--- config.mk ---
export PLATFORM = sky130hd
export DESIGN_NAME = e203_dma_xfer_engine
export DESIGN_NICKNAME = d
export VERILOG_FILES = /design/src/rtl/e203_dma_pkg.sv /design/src/rtl/e203_dma_fifo.sv /design/src/rtl/e203_dma_xfer_engine.sv
export SDC_FILE = /design/constraint.sdc
export NUM_CORES = 1
export LEC_CHECK = 0
export CORE_MARGIN = 2
export CORE_UTILIZATION = 30
export DETAILED_ROUTE_END_ITERATION = 8
export PLACE_DENSITY = 0.57
export REMOVE_ABC_BUFFERS = 1
export SLEW_MARGIN = 20
export SYNTH_ARGS = -nofsm -noshare
export SYNTH_HDL_FRONTEND = slang
export SYNTH_SLANG_ARGS = --single-unit
export TNS_END_PERCENT = 5
--- constraint.sdc ---
create_clock -name clk -period 4.3 [get_ports clk]
set_clock_uncertainty 0.2 [all_clocks]
set_input_delay 1.29 -clock clk [delete_from_list [all_inputs] [get_ports clk]]
set_output_delay 1.29 -clock clk [all_outputs]
set_load 0.01 [all_outputs]
--- src/rtl/e203_dma_pkg.sv ---
// Shared definitions for the E203 DMA slice: FSM state encoding, address
// step, write mask and the default sizing used by both the configuration
// register block and the transfer engine.
package e203_dma_pkg;

  localparam int          DMA_BUF_DEPTH = 4;      // default FIFO depth / max chunk
  localparam int          DMA_LEN_W     = 16;     // default word-count width
  localparam logic [31:0] DMA_ADDR_STEP = 32'd4;  // bytes between consecutive words
  localparam logic [3:0]  WMASK_ALL     = 4'hF;   // full-word writes only

  // Transfer engine FSM encoding
  localparam logic [2:0] ST_IDLE   = 3'd0;
  localparam logic [2:0] ST_RD_CMD = 3'd1;
  localparam logic [2:0] ST_RD_RSP = 3'd2;
  localparam logic [2:0] ST_WR_CMD = 3'd3;
  localparam logic [2:0] ST_WR_RSP = 3'd4;
  localparam logic [2:0] ST_DONE   = 3'd5;

  typedef enum logic [2:0] {
    S_IDLE   = ST_IDLE,
    S_RD_CMD = ST_RD_CMD,
    S_RD_RSP = ST_RD_RSP,
    S_WR_CMD = ST_WR_CMD,
    S_WR_RSP = ST_WR_RSP,
    S_DONE   = ST_DONE
  } dma_state_e;

endpackage

--- src/rtl/e203_dma_fifo.sv ---
// Synchronous BUF_DEPTH x 32 FIFO holding one chunk of read data between
// the read and write phases of the transfer engine.
// Ports:
//   clk, rst_n  clock, asynchronous active-low reset
//   push, wdata write one word (ignored when full)
//   pop         drop the head word (ignored when empty)
//   flush       synchronous clear of both pointers
//   rdata       combinational head of the FIFO
//   empty, full occupancy flags
module e203_dma_fifo
  import e203_dma_pkg::*;
#(
  parameter int BUF_DEPTH = DMA_BUF_DEPTH
) (
  input  logic        clk,
  input  logic        rst_n,
  input  logic        push,
  input  logic        pop,
  input  logic        flush,
  input  logic [31:0] wdata,
  output logic [31:0] rdata,
  output logic        empty,
  output logic        full
);

  localparam int AW = $clog2(BUF_DEPTH);
  localparam int PW = AW + 1;  // extra bit tells full from empty

  logic [PW-1:0] wr_ptr;
  logic [PW-1:0] rd_ptr;
  logic [31:0]   mem [BUF_DEPTH];

  always_ff @(posedge clk or negedge rst_n) begin
    if (!rst_n) begin
      wr_ptr <= '0;
      rd_ptr <= '0;
    end else if (flush) begin
      wr_ptr <= '0;
      rd_ptr <= '0;
    end else begin
      if (push && !full) wr_ptr <= wr_ptr + PW'(1);
      if (pop && !empty) rd_ptr <= rd_ptr + PW'(1);
    end
  end

  always_ff @(posedge clk) begin
    if (push && !full) mem[wr_ptr[AW-1:0]] <= wdata;
  end

  assign rdata = mem[rd_ptr[AW-1:0]];
  assign empty = (wr_ptr == rd_ptr);
  assign full  = (wr_ptr[AW] != rd_ptr[AW]) && (wr_ptr[AW-1:0] == rd_ptr[AW-1:0]);

endmodule

--- src/rtl/e203_dma_xfer_engine.sv ---
// DMA transfer engine. Copies len 32-bit words from src_addr to dst_addr over
// a single ICB master port, in chunks of up to BUF_DEPTH words: a chunk is
// read into the local FIFO, then written out, then the next chunk starts.
// Only one ICB command is ever outstanding.
//
// Build option: E203_DMA_XFER_ERR_ABORT_EN
//   defined   - a response error flushes the FIFO and ends the transfer
//   undefined - a response error is recorded in err and the copy continues
//
// Ports:
//   clk, rst_n                  clock, asynchronous active-low reset
//   start, src_addr, dst_addr,
//   len                         transfer request (start sampled only in IDLE)
//   busy                        transfer in progress (low in IDLE)
//   done_irq                    one-cycle completion pulse
//   err                         sticky response-error flag
//   icb_cmd_*                   ICB command channel (master side)
//   icb_rsp_*                   ICB response channel (master side)
//
// Handshake: a beat transfers on a rising clk edge where valid and ready are
// both high; valid and all payload fields are held stable until that edge,
// and valid never depends combinationally on ready.
module e203_dma_xfer_engine
  import e203_dma_pkg::*;
#(
  parameter int          BUF_DEPTH = DMA_BUF_DEPTH,
  parameter int          LEN_W     = DMA_LEN_W,
  parameter logic [31:0] ADDR_STEP = DMA_ADDR_STEP
) (
  input  logic             clk,
  input  logic             rst_n,
  input  logic             start,
  input  logic [31:0]      src_addr,
  input  logic [31:0]      dst_addr,
  input  logic [LEN_W-1:0] len,
  output logic             busy,
  output logic             done_irq,
  output logic             err,
  output logic             icb_cmd_valid,
  input  logic             icb_cmd_ready,
  output logic [31:0]      icb_cmd_addr,
  output logic             icb_cmd_read,
  output logic [31:0]      icb_cmd_wdata,
  output logic [3:0]       icb_cmd_wmask,
  input  logic             icb_rsp_valid,
  output logic             icb_rsp_ready,
  input  logic             icb_rsp_err,
  input  logic [31:0]      icb_rsp_rdata
);

  localparam int CW = $clog2(BUF_DEPTH) + 1;

  dma_state_e       state, state_nxt;
  logic [31:0]      rd_ptr;
  logic [31:0]      wr_ptr;
  logic [LEN_W-1:0] remaining;
  logic [LEN_W-1:0] rem_dec;
  logic [CW-1:0]    chunk_left;   // reads still to issue in the current chunk

  logic             fifo_push;
  logic             fifo_pop;
  logic             fifo_flush;
  logic [31:0]      fifo_rdata;
  logic             fifo_empty;
  logic             fifo_full;

  function automatic logic [CW-1:0] chunk_of(input logic [LEN_W-1:0] n);
    if (n >= LEN_W'(BUF_DEPTH)) return CW'(BUF_DEPTH);
    else                        return n[CW-1:0];
  endfunction

  assign rem_dec = remaining - LEN_W'(1);

  // FSM state register
  always_ff @(posedge clk or negedge rst_n) begin
    if (!rst_n) state <= S_IDLE;
    else        state <= state_nxt;
  end

  // Next state and FIFO controls
  always_comb begin
    state_nxt  = state;
    fifo_push  = 1'b0;
    fifo_pop   = 1'b0;
    fifo_flush = 1'b0;
    case (state)
      S_IDLE: begin
        if (start) state_nxt = (len != '0) ? S_RD_CMD : S_DONE;
      end
      S_RD_CMD: begin
        if (icb_cmd_ready) state_nxt = S_RD_RSP;
      end
      S_RD_RSP: begin
        if (icb_rsp_valid) begin
`ifdef E203_DMA_XFER_ERR_ABORT_EN
          if (icb_rsp_err) begin
            fifo_flush = 1'b1;
            state_nxt  = S_DONE;
          end else begin
            fifo_push = !fifo_full;
            state_nxt = (chunk_left != '0) ? S_RD_CMD : S_WR_CMD;
          end
`else
          // errored read data is still pushed and later written out
          fifo_push = !fifo_full;
          state_nxt = (chunk_left != '0) ? S_RD_CMD : S_WR_CMD;
`endif
        end
      end
      S_WR_CMD: begin
        if (icb_cmd_ready) begin
          fifo_pop  = 1'b1;
          state_nxt = S_WR_RSP;
        end
      end
      S_WR_RSP: begin
        if (icb_rsp_valid) begin
`ifdef E203_DMA_XFER_ERR_ABORT_EN
          if (icb_rsp_err) begin
            fifo_flush = 1'b1;
            state_nxt  = S_DONE;
          end else
`endif
          if (!fifo_empty)         state_nxt = S_WR_CMD;
          else if (rem_dec != '0)  state_nxt = S_RD_CMD;
          else                     state_nxt = S_DONE;
        end
      end
      S_DONE:  state_nxt = S_IDLE;
      default: state_nxt = S_IDLE;
    endcase
  end

  // Address / length counters and the sticky error flag
  always_ff @(posedge clk or negedge rst_n) begin
    if (!rst_n) begin
      rd_ptr     <= '0;
      wr_ptr     <= '0;
      remaining  <= '0;
      chunk_left <= '0;
      err        <= 1'b0;
    end else begin
      case (state)
        S_IDLE: begin
          if (start) begin
            err <= 1'b0;
            if (len != '0) begin
              rd_ptr     <= src_addr;
              wr_ptr     <= dst_addr;
              remaining  <= len;
              chunk_left <= chunk_of(len);
            end
          end
        end
        S_RD_CMD: begin
          if (icb_cmd_ready) begin
            rd_ptr     <= rd_ptr + ADDR_STEP;
            chunk_left <= chunk_left - CW'(1);
          end
        end
        S_RD_RSP: begin
          if (icb_rsp_valid && icb_rsp_err) err <= 1'b1;
        end
        S_WR_CMD: begin
          if (icb_cmd_ready) wr_ptr <= wr_ptr + ADDR_STEP;
        end
        S_WR_RSP: begin
          if (icb_rsp_valid) begin
            remaining <= rem_dec;
            if (icb_rsp_err) err <= 1'b1;
            // next chunk size is taken from the post-decrement count
            if (state_nxt == S_RD_CMD) chunk_left <= chunk_of(rem_dec);
          end
        end
        default: ;
      endcase
    end
  end

  e203_dma_fifo #(.BUF_DEPTH(BUF_DEPTH)) u_fifo (
    .clk   (clk),
    .rst_n (rst_n),
    .push  (fifo_push),
    .pop   (fifo_pop),
    .flush (fifo_flush),
    .wdata (icb_rsp_rdata),
    .rdata (fifo_rdata),
    .empty (fifo_empty),
    .full  (fifo_full)
  );

  // Outputs are pure functions of state and registered counters, so command
  // fields cannot move while a command is stalled.
  assign busy          = (state != S_IDLE);
  assign done_irq      = (state == S_DONE);
  assign icb_cmd_valid = (state == S_RD_CMD) || (state == S_WR_CMD);
  assign icb_cmd_read  = (state == S_RD_CMD);
  assign icb_cmd_addr  = (state == S_RD_CMD) ? rd_ptr :
                         (state == S_WR_CMD) ? wr_ptr : 32'h0;
  assign icb_cmd_wdata = (state == S_WR_CMD) ? fifo_rdata : 32'h0;
  assign icb_cmd_wmask = WMASK_ALL;
  assign icb_rsp_ready = (state == S_RD_RSP) || (state == S_WR_RSP);

endmodule

# == Yosys cells after proc, flatten, opt, wreduce, memory -nomap -nowiden ==
# Memories as Yosys holds them, arrays and structs flattened.
# Cells that the tools add are included.
# word_totals
latch_bits,0
inputBits,118
mem_count,1
output_inout_bits,74
regBits,93
mem_bits_rw,128
mem_bits_ro,0
# mem_list
name,words,width,read_ports,rd_ports_with_merged_regs,write_ports,line,text
u_fifo.mem,4,32,1,0,1,e203_dma_fifo.sv:31,logic [31:0] mem [BUF_DEPTH];
# classes
reduce_logical,23
eq_ne,17
bitwise_logic,0
order_cmp,2
shift,0
multipliers,0
n_mux,44
add_sub_neg,6
div_mod_pow,0
# ops
operator,count
$mux W32,9
$pmux W32 S2,2
$add A32 B3 Y32 const B,2
$mux W16,3
$mux W3,15
$ge A16 B3 Y1 const B,2
$pmux W16 S2,1
$reduce_bool A16 Y1,2
$ne A2 B2 Y1 const B,8
$sub A16 B1 Y16 const B,1
$pmux W3 S5,1
$reduce_and A4 Y1,3
$reduce_bool A3 Y1,4
$mux W1,10
$pmux W3 S3,1
$add A3 B1 Y3 const B,2
$eq A3 B1 Y1 const B,2
$eq A3 B2 Y1 const B,2
$eq A3 B3 Y1 const B,2
$reduce_and A6 Y1,1
$reduce_bool A2 Y1,3
$reduce_and A5 Y1,1
$logic_and A1 B1 Y1,4
$eq A3 B3 Y1,1
8 further kinds,10

# == Depth between registers and ports, before layout ==
# logic_depth
word_depth,10
mapped_depth,11

# == Hierarchy ==
# A second synthesis with hierarchy kept.
# hier_totals
hier_cells,1069
hier_area_um2,11597.4
# modules_own_cells
mod,cells_per_inst,area_per_inst_um2,n_inst
e203_dma_xfer_engine,834,6418.7,1
e203_dma_fifo,235,5178.7,1

# == Least setup slack after synthesis ==
# OpenSTA, ideal clock, no wires.
# synth_path
path_kind,reg2out
start,reg u_fifo.rd_ptr[0]
end,out icb_cmd_wdata[10]
required_time_ps,2810
stages_incl_launch_ff,5
path_buffers,2
arrival_ps,1959
setup_slack_ps,851
path_cell_list,dfrtp_1 clkbuf_1 buf_1 mux4_2 and3_1
# synth_between
elab_chain_cells,2
# synth_rtl
item,line,text
from (decl),e203_dma_fifo.sv:30,logic [PW-1:0] rd_ptr;
from (signal assigned),e203_dma_fifo.sv:42,if (pop && !empty) rd_ptr <= rd_ptr + PW'(1);
$mem_v2 Z4 W32,n/a,
$mux W32,e203_dma_xfer_engine.sv:200,assign icb_cmd_wdata = (state == S_WR_CMD) ? fifo_rdata : 32'h0;
to (decl),e203_dma_xfer_engine.sv:43,"output logic [31:0] icb_cmd_wdata,"
# Every way passes these cells.

# == Final worst setup path ==
# layout_path
start,reg u_fifo.rd_ptr[1]
end,out icb_cmd_wdata[24]
# The elaborated chain is that of the path after synthesis.

==> metrics.md <==
| Metric | Value |
|---|---|
| Count leader, synth | `edfxtp_1` |
| CTS resizes | `0` |
| Post-layout util | `between 30% and 40%` |
| Crit path largest cell delay | `510 ps` |
| Std-Cell Rows | `70` |
| CP Cell Sequence | `buf_4 > mux4_2 > and3_1 > clkdlybuf4s50_1` |
| RSZ-0062 raised after global routing | `no` |
| Vias | `slightly below 9000` |
| WS Path Type | `flip-flop to primary output` |
| Post-synth EDFFs | `between 100 and 150` |
| Min setup slack post-route | `~400 ps` |
| Ys flop type | `edfxtp_1` |
| Slew @ Worst Pin | `~1100 ps` |
| Die Wd | `approximately 200 microns` |
| Asr flop ratio synth | `42.1%` |
| Fmax | `about 260 MHz` |
| Synth top area share | `approximately a third` |
| Setup TNS Final | `0 ps` |
| Slowest CP cell | `clkdlybuf4s50_1` |
| Detailed Route WL | `between 30 and 40 mm` |
| CP Launch Type | `flip-flop` |
| Clock Path Buffers | `3` |
| Mapped cell area | `~11000 sq um` |
| DR WL/cell | `approximately 19 microns` |
| Max-Cap Viols | `0` |
| DP Area | `~14000 sq um` |
| Mean Syn Cell Area | `11.0 sq um` |
| Family with the most delay on the worst path | `buffers and inverters` |
| Largest net degree at the start of global routing | `58` |
| Sequential area share after synthesis | `about 55%` |
| Grt ovf | `0` |
| 1st-iter DRT viols | `roughly 530` |
| Layout cells sized above 1 | `10.3%` |
| # H-tree levels | `1` |
| Design Area, Final | `14600 sq um` |
| DIE AREA | `39100 sq um` |
| Crit-path max FO | `35` |
| WP data arrival | `approximately 2400 ps` |
| Relative slew margins | `27.5%` |
| Minimum clock period | `just under 4000 ps` |
| Starting Density | `between 30% and 40%` |
| Initial antenna violation count | `1` |
| Layout area overhead | `29.8%` |
| Gr usage total | `between 10% and 20%` |
| Synthesized instance count | `approximately 1000` |
| Cell variety after synth | `71` |
| First-pass GRT wire length | `49.6 mm` |
| Worst VDD drop | `373 uV` |
| First-pass detailed-route iteration total | `7` |
| Fillers | `~3500` |
| Critical Path RT | `between 2000 and 3000 ps` |
| Leading area contributor after synthesis | `edfxtp_1` |
| Slew Limit Fails | `0` |
| Root cell of the clock tree | `clkbuf_16` |
| Hold_buf cts | `0` |
| Non-Filler Instances | `around 1700` |
| CTS tree | `done` |
| Antenna-violating nets left | `0` |
| Routability cong. | `0.845` |
| Via-per-instance ratio | `between 5 and 6` |
| Place WS | `just over 200 ps` |
| Dpl cells | `between 1500 and 2000` |
| Hold WC Path Type | `flip-flop to flip-flop` |
| Largest cells by area after synthesis | `edfxtp_1, dfrtp_1, mux4_2` |
| Final period util | `90.7%` |
| Status | `complete, no violations` |
| Core Area | `approximately 37000 sq um` |
| Total Power | `between 9 and 10 mW` |
| Buffers on Ports | `around 190` |
| Post-DP HPWL | `21.8 mm` |
| Vias in the first global route | `roughly 8700` |
| Critical Path Sink Type | `primary output` |
| CTS Buf Count | `26` |
| Clock Sinks | `approximately 220` |
| Hold WS | `272 ps` |
| PD cells | `between 600 and 700 nW/um^2` |
| Number of remaining DRC errors | `0` |
| Clock transition at path regs | `about 60 ps` |
| # nets final | `1338` |
| Most instantiated cells after synthesis | `edfxtp_1, nor2_1, a21oi_1, dfrtp_1, nand2_1` |
| Yosys Warn Count | `0` |
| Setup Viol. Count Final | `0` |
| Worst path bufs/invs | `2` |
| Leakage power | `roughly 5.3 nW` |
| Final Hold Vio Count | `0` |
| DIE HEIGHT | `198 microns` |
| IO Pins | `192` |
| Clk_lat worst skew | `540 ps` |
| # Post-CTS Setup Buffers | `0` |
| Yosys reg bits | `between 200 and 250` |
## worst paths after layout
path                       cells past startpoint             start  slack (ps)                 to
min in group asynchronous                      1             rst_n         620         wr_ptr[15]
max in group asynchronous                      2             rst_n        2450       remaining[5]
setup / recovery                               4  u_fifo.rd_ptr[1]         400  icb_cmd_wdata[24]
hold reg to reg                                2         rd_ptr[0]         270          rd_ptr[0]
setup reg to reg                               7      remaining[0]        1250      chunk_left[2]
hold / removal                                 2         rd_ptr[0]         270          rd_ptr[0]
## cell usage in the layout, fill, tap and decap left out, types with 4 or more instances in the layout
cell,Yosys,layout
a211oi_1,4,4
a21oi_1,95,95
a22oi_1,4,4
a31oi_1,7,7
a32oi_1,4,4
and2_1,12,12
and3_1,56,56
buf_12,0,6
buf_4,4,31
clkbuf_16,0,26
clkdlybuf4s50_1,0,186
clkinv_1,2,7
clkinv_2,0,5
conb_1,1,4
dfrtp_1,93,91
edfxtp_1,128,128
ha_1,11,11
inv_1,16,16
mux2i_1,45,45
mux4_2,32,32
nand2_1,88,88
nand2b_1,4,4
nand3_1,29,29
nand4_1,8,8
nor2_1,101,100
nor3_1,24,24
nor3b_1,5,5
nor4_1,10,10
o21ai_0,79,79
o22a_1,4,4
o22ai_1,22,22
or3_1,4,4
xnor2_1,9,9
xor2_1,4,4
## per-layer routing
metal  vias up  track usage, %  routed length [microns]
li1       4217               -                        -
met1      4362            22.8                    14300
met2       304            26.0                    14800
met3        35            2.73                     2220
met4         0            3.79                      556
met5         -               0                        0
## logic make-up after synthesis
| kind of cell | share of synthesized area [%] |
|---|---|
| other | 0.0333 |
| adders and majority gates | 1.22 |
| xor gates and xnor gates | 1.01 |
| buffers and inverters | 3.15 |
| AOI/OAI and AO/OA | 13.3 |
| DFF | 54.8 |
| muxes | 10.8 |
| and+or+nand+nor | 15.6 |
## worst min-delay path, cell delays in order, from the launching register on
cell and delay, ps:
dfrtp_1 340, nand2_1 50, nand2_1 60
## power by group
group          switching, mW  total [mW]  internal (mW)
clock network          0.896        2.06           1.17
logic                   2.15        4.02           1.87
registers              0.602        3.36           2.76
total                   3.65        9.44           5.80
## sequential cells by signal, indices dropped and copies added (netlist names)
signal / cells
u_fifo.rd_ptr: 3
remaining: 16
chunk_left: 3
state: 3
rd_ptr: 32
err: 1
u_fifo.wr_ptr: 3
u_fifo.mem: 128
wr_ptr: 32
## cell type report
| cell class | instances | area (sq um) | area share, % |
|---|---|---|---|
| Sequential cell | 221 | 6170 | 42.3 |
| Multi-Input combinational cell | 719 | 4750 | 32.5 |
| Timing Repair Buffer | 223 | 2210 | 15.2 |
| Clock buffer | 32 | 703 | 4.82 |
| Tap cell | 468 | 586 | 4.01 |
| Clock inverter | 15 | 109 | 0.745 |
| Inverter | 18 | 67.6 | 0.463 |
| Antenna cell | 1 | 2.50 | 0.0171 |
Note: power is estimated with default switching activity, not from simulation.
